File: src/rtl/ga_issue_ctrl.sv
// -----------------------------------------------------------------------------
// ga_issue_ctrl
//
// Purpose:
//   Issue controller sitting between a scalar core and a geometric-algebra (GA)
//   coprocessor. It accepts one custom instruction at a time, decodes it, issues
//   a request to the coprocessor, waits for the response and returns a single
//   completion pulse (result, destination register, error flag) to the core.
//   Illegal instructions complete immediately with an error and never reach the
//   coprocessor.
//
// Optional feature:
//   GA_ISSUE_TIMEOUT_EN - when defined, an 8-bit watchdog counts cycles spent in
//   ISSUE+WAIT and forces an error completion after TIMEOUT_CYCLES cycles.
//   When undefined there is no counter and the block waits indefinitely.
//
// Handshakes:
//   Core side  : an instruction transfers on a rising edge where
//                instr_valid_i && instr_ready_o. instr_ready_o is high only in
//                IDLE, so at most one instruction is in flight.
//   Coproc req : ga_req_o.valid is raised in ISSUE and the request fields are
//                held stable until a rising edge samples ga_resp_i.ready high;
//                the request is then considered taken and valid drops.
//   Coproc resp: ga_resp_i.valid is only looked at in WAIT; a response arriving
//                in any other state is ignored.
//   Completion : result_valid_o is a one-cycle pulse; result_o, result_rd_o and
//                result_err_o hold their values until the next completion.
//
// Ports:
//   clk_i           - clock, rising edge
//   rst_i           - asynchronous active-high reset
//   instr_valid_i   - core presents an instruction
//   instr_i[31:0]   - instruction word
//   rs1_rdata_i     - operand A from the core register file
//   rs2_rdata_i     - operand B from the core register file
//   instr_ready_o   - block can accept an instruction this cycle
//   ga_req_o        - request bundle to the coprocessor (ga_req_t)
//   ga_resp_i       - response bundle from the coprocessor (ga_resp_t)
//   result_valid_o  - one-cycle completion pulse
//   result_o[31:0]  - completion data
//   result_rd_o     - completion destination register
//   result_err_o    - completion carries an error
//   busy_o          - high in any state other than IDLE
//   dbg_state_o     - current FSM state, for observation only
// -----------------------------------------------------------------------------

package ga_issue_pkg;

   localparam logic [6:0] GA_OPCODE = 7'h0B;

   localparam logic [3:0] GA_FUNCT_ADD     = 4'h0;
   localparam logic [3:0] GA_FUNCT_SUB     = 4'h1;
   localparam logic [3:0] GA_FUNCT_MUL     = 4'h2;
   localparam logic [3:0] GA_FUNCT_WEDGE   = 4'h3;
   localparam logic [3:0] GA_FUNCT_DOT     = 4'h4;
   localparam logic [3:0] GA_FUNCT_DUAL    = 4'h5;
   localparam logic [3:0] GA_FUNCT_REV     = 4'h6;
   localparam logic [3:0] GA_FUNCT_NORM    = 4'h7;
   localparam logic [3:0] GA_FUNCT_LOAD    = 4'h8;
   localparam logic [3:0] GA_FUNCT_STORE   = 4'h9;
   localparam logic [3:0] GA_FUNCT_ROTATE  = 4'hA;
   localparam logic [3:0] GA_FUNCT_REFLECT = 4'hB;
   // Highest defined function code; anything above is illegal.
   localparam logic [3:0] GA_FUNCT_LAST    = GA_FUNCT_REFLECT;

   typedef struct packed {
      logic        valid;
      logic        we;          // 0 only for STORE (coprocessor register not written)
      logic [3:0]  funct;
      logic [4:0]  reg_a;
      logic [4:0]  reg_b;
      logic        use_ga_regs; // operands come from GA registers, not operand_a/b
      logic [4:0]  rd;
      logic [31:0] operand_a;
      logic [31:0] operand_b;
   } ga_req_t;

   typedef struct packed {
      logic        ready;
      logic        valid;
      logic [31:0] result;
      logic        error;
      logic        overflow;
      logic        underflow;
   } ga_resp_t;

   typedef enum logic [1:0] {
      ST_IDLE  = 2'd0,
      ST_ISSUE = 2'd1,
      ST_WAIT  = 2'd2,
      ST_RESP  = 2'd3
   } ga_state_e;

endpackage

module ga_issue_ctrl
   import ga_issue_pkg::*;
#(
   parameter int unsigned TIMEOUT_CYCLES = 255
) (
   input  logic        clk_i,
   input  logic        rst_i,
   input  logic        instr_valid_i,
   input  logic [31:0] instr_i,
   input  logic [31:0] rs1_rdata_i,
   input  logic [31:0] rs2_rdata_i,
   output logic        instr_ready_o,
   output ga_req_t     ga_req_o,
   input  ga_resp_t    ga_resp_i,
   output logic        result_valid_o,
   output logic [31:0] result_o,
   output logic [4:0]  result_rd_o,
   output logic        result_err_o,
   output logic        busy_o,
   output logic [1:0]  dbg_state_o
);

   // The watchdog counter is 8 bits wide, so the limit must fit in 1..255.
   if (TIMEOUT_CYCLES < 1 || TIMEOUT_CYCLES > 255) begin : g_timeout_range
      $error("ga_issue_ctrl: TIMEOUT_CYCLES must be in 1..255");
   end

   // ---------------------------------------------------------------------------
   // Instruction decode (combinational, only consumed in IDLE)
   // ---------------------------------------------------------------------------
   logic [6:0] dec_opcode;
   logic [4:0] dec_rd;
   logic [4:0] dec_reg_a;
   logic [4:0] dec_reg_b;
   logic [3:0] dec_funct;
   logic       dec_use_ga_regs;
   logic       dec_illegal;
   logic       unused_instr_bits;

   assign dec_opcode      = instr_i[6:0];
   assign dec_rd          = instr_i[11:7];
   assign dec_reg_a       = instr_i[19:15];
   assign dec_reg_b       = instr_i[24:20];
   assign dec_funct       = instr_i[28:25];
   assign dec_use_ga_regs = instr_i[31];
   assign dec_illegal     = (dec_opcode != GA_OPCODE) || (dec_funct > GA_FUNCT_LAST);
   // Bits 14:12 and 30:29 are reserved in this encoding.
   assign unused_instr_bits = ^{instr_i[30:29], instr_i[14:12]};

   // ---------------------------------------------------------------------------
   // State and registered outputs
   // ---------------------------------------------------------------------------
   ga_state_e   state_q, state_d;
   ga_req_t     req_q, req_d;
   logic        res_valid_q, res_valid_d;
   logic [31:0] res_data_q, res_data_d;
   logic [4:0]  res_rd_q, res_rd_d;
   logic        res_err_q, res_err_d;
   logic        timeout_hit;

`ifdef GA_ISSUE_TIMEOUT_EN
   logic [7:0] tmo_cnt_q, tmo_cnt_d;

   // tmo_cnt_q counts completed ISSUE/WAIT cycles; the cycle in which it shows
   // TIMEOUT_CYCLES-1 is the last one, so the count reaches TIMEOUT_CYCLES on
   // the same edge that forces the completion.
   assign timeout_hit = ((state_q == ST_ISSUE) || (state_q == ST_WAIT)) &&
                        (tmo_cnt_q == 8'(TIMEOUT_CYCLES - 1));
`else
   assign timeout_hit = 1'b0;
`endif

   always_comb begin
      state_d     = state_q;
      req_d       = req_q;
      res_valid_d = 1'b0;
      res_data_d  = res_data_q;
      res_rd_d    = res_rd_q;
      res_err_d   = res_err_q;
`ifdef GA_ISSUE_TIMEOUT_EN
      tmo_cnt_d   = tmo_cnt_q;
`endif

      unique case (state_q)
         ST_IDLE: begin
            if (instr_valid_i) begin
               if (dec_illegal) begin
                  // Complete straight away; the coprocessor never sees it.
                  state_d     = ST_RESP;
                  res_valid_d = 1'b1;
                  res_data_d  = '0;
                  res_rd_d    = dec_rd;
                  res_err_d   = 1'b1;
               end else begin
                  state_d           = ST_ISSUE;
                  req_d.valid       = 1'b1;
                  req_d.we          = (dec_funct != GA_FUNCT_STORE);
                  req_d.funct       = dec_funct;
                  req_d.reg_a       = dec_reg_a;
                  req_d.reg_b       = dec_reg_b;
                  req_d.use_ga_regs = dec_use_ga_regs;
                  req_d.rd          = dec_rd;
                  req_d.operand_a   = rs1_rdata_i;
                  req_d.operand_b   = rs2_rdata_i;
`ifdef GA_ISSUE_TIMEOUT_EN
                  tmo_cnt_d         = '0;
`endif
               end
            end
         end

         ST_ISSUE: begin
`ifdef GA_ISSUE_TIMEOUT_EN
            tmo_cnt_d = tmo_cnt_q + 8'd1;
`endif
            // The watchdog wins over a coincident ready: the limit is absolute.
            if (timeout_hit) begin
               state_d     = ST_RESP;
               req_d.valid = 1'b0;
               res_valid_d = 1'b1;
               res_data_d  = '0;
               res_rd_d    = req_q.rd;
               res_err_d   = 1'b1;
            end else if (ga_resp_i.ready) begin
               // A response valid in this same cycle is deliberately not looked at.
               state_d     = ST_WAIT;
               req_d.valid = 1'b0;
            end
         end

         ST_WAIT: begin
`ifdef GA_ISSUE_TIMEOUT_EN
            tmo_cnt_d = tmo_cnt_q + 8'd1;
`endif
            if (timeout_hit) begin
               state_d     = ST_RESP;
               res_valid_d = 1'b1;
               res_data_d  = '0;
               res_rd_d    = req_q.rd;
               res_err_d   = 1'b1;
            end else if (ga_resp_i.valid) begin
               state_d     = ST_RESP;
               res_valid_d = 1'b1;
               res_data_d  = ga_resp_i.result;
               res_rd_d    = req_q.rd;
               res_err_d   = ga_resp_i.error | ga_resp_i.overflow | ga_resp_i.underflow;
            end
         end

         ST_RESP: begin
            // The completion pulse was registered on entry; one cycle here only.
            state_d = ST_IDLE;
         end

         default: begin
            state_d = ST_IDLE;
         end
      endcase
   end

   always_ff @(posedge clk_i or posedge rst_i) begin
      if (rst_i) begin
         state_q     <= ST_IDLE;
         req_q       <= '0;
         res_valid_q <= 1'b0;
         res_data_q  <= '0;
         res_rd_q    <= '0;
         res_err_q   <= 1'b0;
`ifdef GA_ISSUE_TIMEOUT_EN
         tmo_cnt_q   <= '0;
`endif
      end else begin
         state_q     <= state_d;
         req_q       <= req_d;
         res_valid_q <= res_valid_d;
         res_data_q  <= res_data_d;
         res_rd_q    <= res_rd_d;
         res_err_q   <= res_err_d;
`ifdef GA_ISSUE_TIMEOUT_EN
         tmo_cnt_q   <= tmo_cnt_d;
`endif
      end
   end

   // ---------------------------------------------------------------------------
   // Outputs
   // ---------------------------------------------------------------------------
   assign instr_ready_o  = (state_q == ST_IDLE);
   assign busy_o         = (state_q != ST_IDLE);
   assign ga_req_o       = req_q;
   assign result_valid_o = res_valid_q;
   assign result_o       = res_data_q;
   assign result_rd_o    = res_rd_q;
   assign result_err_o   = res_err_q;
   assign dbg_state_o    = state_q;

endmodule
File: config.mk
export PLATFORM = sky130hd
export DESIGN_NAME = ga_issue_ctrl
export DESIGN_NICKNAME = d
export VERILOG_FILES = /design/src/rtl/ga_issue_ctrl.sv
export SDC_FILE = /design/constraint.sdc
export NUM_CORES = 1
export LEC_CHECK = 0
export ABC_AREA = 1
export CORE_MARGIN = 3
export CORE_UTILIZATION = 44
export CTS_BUF_LIST = sky130_fd_sc_hd__clkbuf_4 sky130_fd_sc_hd__clkbuf_8
export DETAILED_ROUTE_END_ITERATION = 7
export PLACE_DENSITY = 0.95
export SYNTH_ARGS = -nofsm -noshare
export SYNTH_HDL_FRONTEND = slang
export SYNTH_SLANG_ARGS = --single-unit
File: constraint.sdc
create_clock -name clk_i -period 8.9 [get_ports clk_i]
set_input_delay 1.78 -clock clk_i [delete_from_list [all_inputs] [get_ports clk_i]]
set_output_delay 1.78 -clock clk_i [all_outputs]
set_load 0.005 [all_outputs]
==> impl_metrics.py <==
metrics = {
    "status": {
        "status": "finished, final reports clean",
    },
    "synth": {
        "synthTopCellsByCount": "nand2_1 (339), dfrtp_1 (127), o21ai_0 (33)",
        "synth_edf_count": 0,
        "synth_most_common_cell": "nand2_1",
        "synth-main-ff-cell": "dfrtp_1",
        "synthTopCellsByArea": "dfrtp_1 (63%), nand2_1 (25%), o21ai_0 (3.3%), buf_6 (1.8%), o21ai_1 (1.1%)",
        "syn_avg_cell_area_sq_um": 8.868,
        "yosysUniqueCellTypes": 17,
        "ys_warn_count": 0,
        "ys_seq_elements": 127,
        "synth_top_area_share_pct": 62.65,
        "async_reset_ff_share_pct": 100.0,
        "syn_inst": 572,
        "synth_area_leader_cell": "dfrtp_1",
        "syn_area_sq_um": 5072,
        "yosysSeqAreaShare_pct": 62.65,
        "syn_nets": 711,
    },
    "placed_design": {
        "placed_area_sq_um": 7676,
        "dp_slack_ps": 4512,
        "dp_hpwl_microns": 10870,
        "gp_congestion": 0.8314,
        "dp.cells": 945,
        "numPortBuffers": 259,
    },
    "floorplan": {
        "start_util_pct": 45.98,
        "pin_count": 265,
        "die_w_microns": 113.4,
        "coreArea_sq_um": 11030,
        "rows": 38,
        "die_y_microns": 113.4,
        "dieArea_sq_um": 12850,
    },
    "cts": {
        "clockBufferDepth": 2,
        "cts_made_buffers": 17,
        "root_buffer": "clkbuf_8",
        "tritoncts": "yes",
        "clock-sinks": 127,
        "htree_levels": 4,
        "cts.repair.resized": 0,
        "path_clk_slew_ps": 70,
        "cts_hold_buf": 0,
        "clock_latency_ps": 420,
        "cts_setup_buffers": 0,
    },
    "drt": {
        "ant_nets": 0,
        "via_count": 4608,
        "first_pass_iters": 4,
        "drt_iter0_drc": 356,
        "viasPerCell": 4.716,
        "route.detailed.wl_per_inst_microns": 15.10,
        "drc": 0,
        "wl_microns": 14760,
    },
    "sta": {
        "postLayoutSetupSlackWorst_ps": 4976,
        "finalHoldViolations": 0,
        "rsz0062_at_grt": "false",
        "tns_ps": 0,
        "layout_min_cycle_time_ps": 3924,
        "period_share_pct": 44.09,
        "max_freq_mhz": 254.9,
        "slew_headroom_pct": 23.58,
        "clock_skew_ps": 8.688,
        "slew_viol_final": 0,
        "finalSetupViolCount": 0,
        "tightest_slew_ps": 1142,
    },
    "job": {
        "maxCapViolCount": 0,
    },
    "critical_path": {
        "path_class": "in -> reg",
        "worst_setup_path_end_kind": "flop",
        "reg2reg_to": "result_o[19]",
        "worstReg2RegStart": "dbg_state_o[0]",
        "path_max_fanout": 48,
        "crit_path_end": "ga_req_o[31]",
        "cp_data_required_time_ps": 9260,
        "setup.worst_path.start": "instr_i[1]",
        "r2r_setup_slack_ps": 6150,
        "start_kind": "input pin",
        "arrival_ps": 4290,
        "ff2ff_path_depth": 8,
    },
    "grt": {
        "grt_pass1_wl_microns": 23000,
        "antenna_found_initial": 0,
        "gr-usage-met3_pct": 7.374,
        "grt-ovfl-total": 0,
        "grt_pass1_vias": 4643,
        "top_usage_layer": "met2",
        "gr-usage-met1_pct": 25.35,
        "grt_max_degree": 79,
        "grt_use_total_pct": 22.98,
        "grt_util_met2_pct": 41.00,
    },
    "cells_and_area": {
        "final_cell_count_no_fill": 977,
        "syn_to_final_growth_pct": 58.68,
        "num-fill-cells": 783,
        "drive_above_1_share_pct": 4.898,
        "fin_area_sq_um": 8049,
        "nets": 963,
        "n_antenna_cell": 0,
    },
    "worst_hold_path": {
        "holdCritPathClass": "reg -> reg",
    },
    "power_and_ir_drop": {
        "cellLeakagePower_uw": 0.003924,
        "vdd_drop_max_uv": 172.0,
        "power.density_nw_per_um2": 226.0,
    },
}
-- cell type report --
cell class	count	area, sq um	area share, %
Multi-Input combinational cell	404	1657	20.58
Timing Repair Buffer	263	2623	32.58
Inverter	11	43.79	0.5441
Sequential cell	127	3178	39.48
Clock buffer	25	312.8	3.886
Clock inverter	7	60.06	0.7462
Tap cell	140	175.2	2.176
-- kinds of logic after synthesis --
group | Yosys count | share of synthesized area, %
AO/OA/AOI/OAI | 44 | 4.341
buffers and inverters | 41 | 4.884
flip-flops | 127 | 62.65
adder cells (fa/ha/maj) | 3 | 0.7401
AND/OR/NAND/NOR | 352 | 26.39
multiplexers | 5 | 0.9867
-- cells in the final DEF, fill, tap and decap left out --
master             n
buf_4              4
bufinv_16          1
clkbuf_4           5
clkbuf_8          20
clkdlybuf4s50_1  259
clkinv_2           6
dfrtp_1          127
ha_1               3
inv_1             10
inv_4              1
mux2i_1            5
nand2_1          337
nand2_2            2
nand3_1            3
nand4_1            1
nor2_1             6
nor2_4             1
nor3_2             1
nor4_1             1
o21ai_0           33
o21ai_1           11
-- worst min path at each step --
stage            startpoint           end  slack (ps)  cells after the start
2_1_floorplan  ga_req_o[85]  ga_req_o[85]         460                      2
3_3_place_gp   ga_req_o[72]  ga_req_o[72]         450                      2
3_5_place_dp   ga_req_o[33]  ga_req_o[33]         460                      2
4_1_cts        ga_req_o[33]  ga_req_o[33]         470                      2
5_1_grt        ga_req_o[30]  ga_req_o[30]         490                      2
6_report       ga_req_o[33]  ga_req_o[33]         470                      2
-- per-stage QoR --
stage	hold WS (ps)	power, uW	util [%]
after floorplan	464.1	1028	-
after detailed placement	457.1	1370	69.59
final	470.2	1819	72.97
after global routing	491.5	1934	72.97
after CTS	473.3	1838	72.97
after global placement	452.7	1342	69.59
-- flip-flops by register name, summed over array words and instances, names as in the netlist --
signal,count
dbg_state_o,2
result_rd_o,5
result_err_o,1
ga_req_o,86
result_o,32
result_valid_o,1
-- worst max-delay path, cell delays in order --
cell and delay [ps]:
clkdlybuf4s50_1 470, nand2_1 60, nor2_1 170, nand4_1 260
nor2_4 730, buf_4 540, nand2_1 140, nand2_1 90
-- where the power goes --
| part | internal, uW | switching (uW) |
|---|---|---|
| Sequential | 689 | 59.9 |
| Clock | 256 | 209 |
| Combinational | 320 | 285 |
| Total | 1270 | 554 |
-- metal layers --
layer | share of wire [%] | vias to the layer above
met4 | 2.2 | 0
met1 | 37 | 2123
met2 | 52 | 200
met3 | 8.2 | 24
li1 | - | 2261
met5 | 0 | -
Power figures use the tool's default switching activity.
